File: src/rtl/controle_turnos_param.sv
// -----------------------------------------------------------------------------
// controle_turnos_param
// Turn controller for an N-player battleship game.
// Each turn runs through these steps: aim X, aim Y, fire, wait for the result,
// show it, check lives, then pass the turn. Players with no ships left are
// skipped when the turn passes.
//
// Ports
//   clk, reset          system clock, synchronous active-high reset
//   enable              0 freezes every register (reset still wins)
//   enter, select       debounced one-cycle button pulses
//   mode                1 = manual +1 per select, 0 = load posicao_rnd
//   posicao_rnd         random coordinate candidate
//   qtd_vidas           ships left per player, player p at [p*LIFE_W +: LIFE_W]
//   shot_valid/ready    shot handshake towards the Colisor
//   hit_valid, hit      result strobe from the Colisor
//   coord_tiroX/Y       coordinates of the shot being aimed or fired
//   atacante, alvo      current attacker and target indices
//   acertou             latched result of the last shot
//   vencedor            game over; the winner is atacante
//   LEDR, LEDG          status LEDs, registered from the state
// -----------------------------------------------------------------------------
module controle_turnos_param #(
   parameter int COORD_W     = 4,
   parameter int BOARD_SIZE  = 9,
   parameter int NUM_PLAYERS = 2,
   parameter int LIFE_W      = 4,
   parameter int BLINK_BIT   = 23,
   localparam int PW         = (NUM_PLAYERS > 2) ? $clog2(NUM_PLAYERS) : 1
) (
   input  logic                          clk,
   input  logic                          reset,
   input  logic                          enable,
   input  logic                          enter,
   input  logic                          select,
   input  logic                          mode,
   input  logic [COORD_W-1:0]            posicao_rnd,
   input  logic [NUM_PLAYERS*LIFE_W-1:0] qtd_vidas,
   output logic                          shot_valid,
   input  logic                          shot_ready,
   input  logic                          hit_valid,
   input  logic                          hit,
   output logic [COORD_W-1:0]            coord_tiroX,
   output logic [COORD_W-1:0]            coord_tiroY,
   output logic [PW-1:0]                 atacante,
   output logic [PW-1:0]                 alvo,
   output logic                          acertou,
   output logic                          vencedor,
   output logic [7:0]                    LEDR,
   output logic [7:0]                    LEDG
);

   typedef enum logic [2:0] {
      AIM_X, AIM_Y, FIRE, WAIT_HIT, SHOW, CHECK, NEXT, WINNER
   } state_t;

   state_t               state_q, state_d;
   logic [COORD_W-1:0]   x_q, x_d, y_q, y_d;
   logic [PW-1:0]        att_q, att_d, alvo_q, alvo_d;
   logic                 acertou_q, acertou_d;
   logic [BLINK_BIT:0]   cnt_q, cnt_d;
   logic [7:0]           ledr_q, ledr_d, ledg_q, ledg_d;
   logic [NUM_PLAYERS-1:0] alive;
   logic                 blink;

   // One flag per player: still has at least one ship.
   generate
      for (genvar gi = 0; gi < NUM_PLAYERS; gi++) begin : g_alive
         assign alive[gi] = |qtd_vidas[gi*LIFE_W +: LIFE_W];
      end
   endgenerate

   // First alive player strictly after cur, wrapping modulo N. If nobody else
   // is alive, cur is returned. The loop runs downward so the closest hit wins.
   function automatic logic [PW-1:0] next_alive(input logic [PW-1:0] cur,
                                                input logic [NUM_PLAYERS-1:0] alv);
      logic [PW-1:0] res;
      int            idx;
      res = cur;
      for (int k = NUM_PLAYERS - 1; k >= 1; k--) begin
         idx = (int'(cur) + k) % NUM_PLAYERS;
         if (alv[idx]) res = PW'(idx);
      end
      return res;
   endfunction

   // Coordinate update on a select pulse.
   function automatic logic [COORD_W-1:0] step_coord(input logic [COORD_W-1:0] c,
                                                     input logic m,
                                                     input logic [COORD_W-1:0] rnd);
      if (m)
         return (c == COORD_W'(BOARD_SIZE)) ? COORD_W'(1) : c + COORD_W'(1);
      else if (rnd != '0 && rnd <= COORD_W'(BOARD_SIZE))
         return rnd;
      else
         return c;
   endfunction

   assign blink = cnt_q[BLINK_BIT];

   always_comb begin
      state_d   = state_q;
      x_d       = x_q;
      y_d       = y_q;
      att_d     = att_q;
      alvo_d    = alvo_q;
      acertou_d = acertou_q;
      cnt_d     = cnt_q + 1'b1;
      ledr_d    = 8'h00;
      ledg_d    = 8'h00;

      case (state_q)
         AIM_X: begin
            if (select) x_d = step_coord(x_q, mode, posicao_rnd);
            if (enter)  state_d = AIM_Y;
         end
         AIM_Y: begin
            if (select) y_d = step_coord(y_q, mode, posicao_rnd);
            if (enter)  state_d = FIRE;
         end
         FIRE: begin
            if (shot_ready) state_d = WAIT_HIT;
         end
         WAIT_HIT: begin
            if (hit_valid) begin
               acertou_d = hit;
               state_d   = SHOW;
            end
         end
         SHOW: begin
            if (enter) state_d = acertou_q ? CHECK : NEXT;
         end
         CHECK: begin
            state_d = ($countones(alive) <= 1) ? WINNER : NEXT;
         end
         NEXT: begin
            att_d   = next_alive(att_q, alive);
            alvo_d  = next_alive(att_d, alive);
            x_d     = COORD_W'(1);
            y_d     = COORD_W'(1);
            state_d = AIM_X;
         end
         WINNER: begin
            state_d = WINNER;
         end
         default: state_d = AIM_X;
      endcase

      // The blink phase restarts with every state change.
      if (state_d != state_q) cnt_d = '0;

      // LEDs follow the current state and show up one cycle later.
      case (state_q)
         AIM_X:          ledg_d = 8'h01;
         AIM_Y:          ledg_d = 8'h03;
         FIRE, WAIT_HIT: begin
            ledg_d = {4'h0, {4{blink}}};
            ledr_d = {4'h0, {4{blink}}};
         end
         SHOW: begin
            if (acertou_q) ledg_d = {8{blink}};
            else           ledr_d = {8{blink}};
         end
         WINNER:         ledg_d = {8{blink}};
         default: begin
            ledg_d = 8'h00;
            ledr_d = 8'h00;
         end
      endcase
   end

   always_ff @(posedge clk) begin
      if (reset) begin
         state_q <= AIM_X;
      end else if (enable) begin
         state_q <= state_d;
      end
   end

   always_ff @(posedge clk) begin
      if (reset) begin
         x_q       <= COORD_W'(1);
         y_q       <= COORD_W'(1);
         att_q     <= '0;
         alvo_q    <= next_alive('0, alive);
         acertou_q <= 1'b0;
         cnt_q     <= '0;
         ledr_q    <= 8'h00;
         ledg_q    <= 8'h01;
      end else if (enable) begin
         x_q       <= x_d;
         y_q       <= y_d;
         att_q     <= att_d;
         alvo_q    <= alvo_d;
         acertou_q <= acertou_d;
         cnt_q     <= cnt_d;
         ledr_q    <= ledr_d;
         ledg_q    <= ledg_d;
      end
   end

   // The reset term drops an outstanding shot in the same cycle reset rises.
   assign shot_valid  = (state_q == FIRE) && !reset;
   assign vencedor    = (state_q == WINNER);
   assign coord_tiroX = x_q;
   assign coord_tiroY = y_q;
   assign atacante    = att_q;
   assign alvo        = alvo_q;
   assign acertou     = acertou_q;
   assign LEDR        = ledr_q;
   assign LEDG        = ledg_q;

endmodule

File: config.mk
export PLATFORM = sky130hd
export DESIGN_NAME = controle_turnos_param
export DESIGN_NICKNAME = d
export VERILOG_FILES = /design/src/rtl/controle_turnos_param.sv
export SDC_FILE = /design/constraint.sdc
export NUM_CORES = 1
export LEC_CHECK = 0
export CORE_ASPECT_RATIO = 1.25
export CORE_MARGIN = 3
export CORE_UTILIZATION = 40
export CTS_CLUSTER_SIZE = 24
export DETAILED_ROUTE_END_ITERATION = 12
export PLACE_DENSITY = 0.74
export SETUP_SLACK_MARGIN = 0.05
export SYNTH_ARGS = -nofsm -noshare
export SYNTH_HDL_FRONTEND = slang
export SYNTH_SLANG_ARGS = --single-unit
File: constraint.sdc
create_clock -name clk -period 3.2 [get_ports clk]
set_input_delay 0.96 -clock clk [delete_from_list [all_inputs] [get_ports clk]]
set_output_delay 0.96 -clock clk [all_outputs]
set_load 0.01 [all_outputs]
==> flow_results.xml <==
<?xml version="1.0" encoding="UTF-8"?>
<metrics>
  <group name="outcome">
    <metric name="outcome" unit="">complete, no violations</metric>
  </group>
  <group name="setup_path">
    <metric name="worst_ep_required_time" unit="ns">2.24</metric>
    <metric name="worst-path-max-fanout" unit="">2</metric>
    <metric name="critPathMaxStageDelay" unit="ns">0.59</metric>
    <metric name="critical_path_class" unit="">in -&gt; out</metric>
    <metric name="critical_path.slowest_cell" unit="">sky130_fd_sc_hd__clkdlybuf4s50_1</metric>
    <metric name="path_cells" unit="">buf_2 &gt; nor3b_1 &gt; clkdlybuf4s50_1</metric>
    <metric name="setup.worst_path.end_class" unit="">output port</metric>
    <metric name="cp-start-kind" unit="">primary input</metric>
    <metric name="critPathArrivalTime" unit="ns">1.87</metric>
    <metric name="critical-path-top-delay-family" unit="">buffers and inverters</metric>
    <metric name="worst-path-buf-inv" unit="">2</metric>
  </group>
  <group name="global_routing">
    <metric name="use_met3" unit="">0.0311</metric>
    <metric name="wire_length_of_the_first_global_routing_pass" unit="um">10800</metric>
    <metric name="number_of_antenna_violations_at_the_first_check_in_global_routing" unit="">0</metric>
    <metric name="global_route_met2_usage" unit="">0.257</metric>
    <metric name="top_usage_layer" unit="">met2</metric>
    <metric name="grt_pass1_vias" unit="">2299</metric>
    <metric name="grt-ovfl-total" unit="">0</metric>
    <metric name="grt_start_max_net_pins" unit="">51</metric>
    <metric name="met1_usage" unit="">0.225</metric>
    <metric name="track_usage" unit="">0.164</metric>
  </group>
  <group name="pwr">
    <metric name="total_power" unit="mW">1.13</metric>
    <metric name="vdd_drop_max" unit="mV">0.190</metric>
    <metric name="leakagePower" unit="nW">1.12</metric>
    <metric name="power_density" unit="mW/mm2">338</metric>
  </group>
  <group name="synth">
    <metric name="yosysWarningCount" unit="">0</metric>
    <metric name="yosys.cell_types.count" unit="">62</metric>
    <metric name="ys_top_cells_by_count" unit="">43 x sky130_fd_sc_hd__dfxtp_1, 18 x sky130_fd_sc_hd__nand2_1, 17 x sky130_fd_sc_hd__nor4_1</metric>
    <metric name="synth-main-ff-cell" unit="">sky130_fd_sc_hd__dfxtp_1</metric>
    <metric name="combinational_family_with_the_most_area_after_synthesis" unit="">simple AND/OR/NAND/NOR gates</metric>
    <metric name="netlist_area" unit="mm2">0.00276</metric>
    <metric name="yosysTopAreaCell" unit="">sky130_fd_sc_hd__dfxtp_1</metric>
    <metric name="async_flop_share" unit="">0</metric>
    <metric name="synth-compound-area-share" unit="">0.234</metric>
    <metric name="gate_count_after_technology_mapping" unit="">316</metric>
    <metric name="synth.area.top_cells" unit="">sky130_fd_sc_hd__dfxtp_1 31%, sky130_fd_sc_hd__nor4_1 3.9%, sky130_fd_sc_hd__a2111oi_2 3.8%</metric>
    <metric name="synth.avg_cell_area" unit="um2">8.74</metric>
    <metric name="synth_enable_flop_cells" unit="">1</metric>
    <metric name="synth-adder-area-share" unit="">0.0227</metric>
    <metric name="synth_xor_xnor_area_share" unit="">0.0381</metric>
    <metric name="area_fraction_in_and_or_nand_and_nor_cells_after_synthesis" unit="">0.291</metric>
    <metric name="synth_mux_area_frac" unit="">0.0113</metric>
    <metric name="yosys.cell_count.top_type" unit="">sky130_fd_sc_hd__dfxtp_1</metric>
    <metric name="mappedNetlistNets" unit="">342</metric>
    <metric name="seq_area_frac_synth" unit="">0.323</metric>
    <metric name="synth_largest_type_area_fraction" unit="">0.312</metric>
    <metric name="synth_seq_cells" unit="">44</metric>
  </group>
  <group name="layout">
    <metric name="post_route_cells_drive_above_1_share" unit="">0.111</metric>
    <metric name="area_delta_synth_final" unit="%">21.5</metric>
    <metric name="n_antenna_cell" unit="">0</metric>
    <metric name="fin_util" unit="">0.505</metric>
    <metric name="final_nets" unit="">375</metric>
  </group>
  <group name="clock_network">
    <metric name="clk_latency" unit="ns">0.30</metric>
    <metric name="tritoncts" unit="">yes</metric>
    <metric name="cts_buffers" unit="">5</metric>
    <metric name="post-cts-setup-buffers" unit="">0</metric>
    <metric name="cts.hold.buffers_added" unit="">0</metric>
    <metric name="ctsRootBufferMaster" unit="">sky130_fd_sc_hd__clkbuf_8</metric>
    <metric name="clock_tree.buffer_depth" unit="">2</metric>
    <metric name="clk_pin_slew" unit="ns">0.08</metric>
    <metric name="cts.htree.levels" unit="">2</metric>
    <metric name="cts.sink_count" unit="">44</metric>
    <metric name="cts_resized" unit="">0</metric>
  </group>
  <group name="timing">
    <metric name="finalWorstSetupSlack" unit="ns">0.370</metric>
    <metric name="worst-slew-pin-transition" unit="ns">0.675</metric>
    <metric name="setup_viol" unit="">0</metric>
    <metric name="rsz0062_at_grt" unit="">no</metric>
    <metric name="fmax" unit="GHz">0.353</metric>
    <metric name="hold_viol" unit="">0</metric>
    <metric name="min_period" unit="ns">2.83</metric>
    <metric name="final_max_slew_viol_count" unit="">0</metric>
    <metric name="totalNegativeSetupSlack" unit="ns">0</metric>
    <metric name="final.period_utilization" unit="">0.884</metric>
    <metric name="fin_worst_skew" unit="ns">0.00917</metric>
    <metric name="timing.slew.headroom" unit="">0.546</metric>
  </group>
  <group name="die">
    <metric name="std_cell_rows" unit="">33</metric>
    <metric name="dieWidth" unit="um">80.3</metric>
    <metric name="die-area" unit="mm2">0.00794</metric>
    <metric name="start_util" unit="">0.415</metric>
    <metric name="dieHeight" unit="um">98.9</metric>
    <metric name="design.portCount" unit="">50</metric>
    <metric name="core" unit="mm2">0.00665</metric>
  </group>
  <group name="drt">
    <metric name="detail_route.wirelength" unit="um">6310</metric>
    <metric name="drt_drc_violations_left" unit="">0</metric>
    <metric name="drt_first_pass_iters" unit="">5</metric>
    <metric name="detailedRoute.firstIterationViolations" unit="">216</metric>
    <metric name="final_antenna_net_count" unit="">0</metric>
    <metric name="post_drt_wl_per_cell" unit="um">14.4</metric>
    <metric name="avgViaCountPerCell" unit="">5.77</metric>
    <metric name="route.vias.total" unit="">2522</metric>
  </group>
  <group name="placed_design">
    <metric name="finalWeightedCongestion" unit="">0.843</metric>
    <metric name="place_worst_setup_slack" unit="ns">0.260</metric>
    <metric name="post-dp-hpwl" unit="um">4440</metric>
    <metric name="io_buffers" unit="">49</metric>
  </group>
  <group name="flow_run">
    <metric name="drv_cap" unit="">0</metric>
  </group>
  <group name="min_path">
    <metric name="hold_path_class" unit="">reg -&gt; reg</metric>
  </group>
</metrics>
per-layer routing:
layer	vias up	wire length, um
met2	64	2970
met1	1183	2950
li1	1267	-
met3	8	291
met5	-	0
met4	0	106
cell type report:
| cell class | instances | area, um2 |
|---|---|---|
| repair buffers | 58 | 566 |
| well taps | 87 | 109 |
| inverters | 11 | 41.3 |
| fillers | 643 | 3290 |
| flip-flops and latches | 44 | 891 |
| multi-input cells | 229 | 1660 |
| clock buffers | 8 | 90.1 |
path summary, 6_finish.rpt:
kind,from,to,slack [ns],cells after the start
worst max-delay path,reset,shot_valid,0.37,3
worst min-delay path,LEDG[3],LEDG[3],0.48,2
worst max register to register,state_q[0],cnt_q[14],1.15,5
worst min register to register,LEDG[3],LEDG[3],0.48,2
where the power goes:
part,switching [mW],total (mW),internal (mW)
Combinational,0.100,0.187,0.0868
Clock,0.192,0.368,0.176
Sequential,0.0162,0.578,0.561
Total,0.308,1.13,0.825
per-stage QoR:
| step | instance area, um2 | hold WS [ns] | std cells |
|---|---|---|---|
| 3_3_place_gp | 3260 | 0.472 | 429 |
| 6_report | 3350 | 0.485 | 437 |
| 5_1_grt | 3350 | 0.527 | 437 |
| 3_5_place_dp | 3260 | 0.474 | 429 |
| 2_1_floorplan | 2760 | 0.480 | 316 |
| 4_1_cts | 3350 | 0.487 | 437 |
logic make-up (layout without fill, tap and decap cells):
kind of cell,Yosys count,count (layout)
AOI/OAI and AO/OA,78,78
xor gates and xnor gates,12,12
adders and majority gates,5,5
buffers and inverters,43,77
DFF,44,44
muxes,3,3
and+or+nand+nor,131,131
worst min-delay path, cell delays in order, from the launching register on:
cell,delay [ns]
sky130_fd_sc_hd__dfxtp_1,0.33
sky130_fd_sc_hd__nand2_1,0.06
sky130_fd_sc_hd__a21oi_1,0.05
registers in the layout, indices dropped and copies added, names as in the netlist:
register,count
LEDG,4
acertou,1
coord_tiroY,4
cnt_q,24
state_q,3
coord_tiroX,4
alvo,1
LEDR,2
atacante,1
cell usage in the layout (no fill, tap or decap), types with 3 or more instances in the layout:
| master | netlist | layout |
|---|---|---|
| sky130_fd_sc_hd__a31oi_1 | 4 | 4 |
| sky130_fd_sc_hd__inv_1 | 11 | 11 |
| sky130_fd_sc_hd__or4_4 | 3 | 3 |
| sky130_fd_sc_hd__dfxtp_1 | 43 | 43 |
| sky130_fd_sc_hd__a2bb2oi_1 | 3 | 3 |
| sky130_fd_sc_hd__xnor2_1 | 3 | 3 |
| sky130_fd_sc_hd__clkbuf_8 | 0 | 6 |
| sky130_fd_sc_hd__a2111oi_2 | 7 | 7 |
| sky130_fd_sc_hd__nand2_1 | 18 | 18 |
| sky130_fd_sc_hd__nor3b_1 | 3 | 3 |
| sky130_fd_sc_hd__nor2_1 | 14 | 14 |
| sky130_fd_sc_hd__o31ai_1 | 12 | 12 |
| sky130_fd_sc_hd__and4b_1 | 3 | 3 |
| sky130_fd_sc_hd__or3_1 | 4 | 4 |
| sky130_fd_sc_hd__nor2b_1 | 4 | 4 |
| sky130_fd_sc_hd__o21ai_0 | 14 | 14 |
| sky130_fd_sc_hd__buf_4 | 10 | 8 |
| sky130_fd_sc_hd__nand4b_1 | 3 | 3 |
| sky130_fd_sc_hd__nor4_1 | 17 | 17 |
| sky130_fd_sc_hd__a21oi_1 | 9 | 9 |
| sky130_fd_sc_hd__nand4_1 | 8 | 8 |
| sky130_fd_sc_hd__o211ai_1 | 4 | 4 |
| sky130_fd_sc_hd__nand3_1 | 14 | 14 |
| sky130_fd_sc_hd__or4_1 | 7 | 7 |
| sky130_fd_sc_hd__xor2_1 | 9 | 9 |
| sky130_fd_sc_hd__nor3_1 | 3 | 3 |
| sky130_fd_sc_hd__and3_1 | 5 | 5 |
| sky130_fd_sc_hd__a211oi_1 | 5 | 5 |
| sky130_fd_sc_hd__clkdlybuf4s50_1 | 0 | 48 |
| sky130_fd_sc_hd__and4_1 | 4 | 4 |
| sky130_fd_sc_hd__ha_1 | 5 | 5 |
| sky130_fd_sc_hd__nand2b_1 | 7 | 7 |
Note: power is estimated with default switching activity, not from simulation.
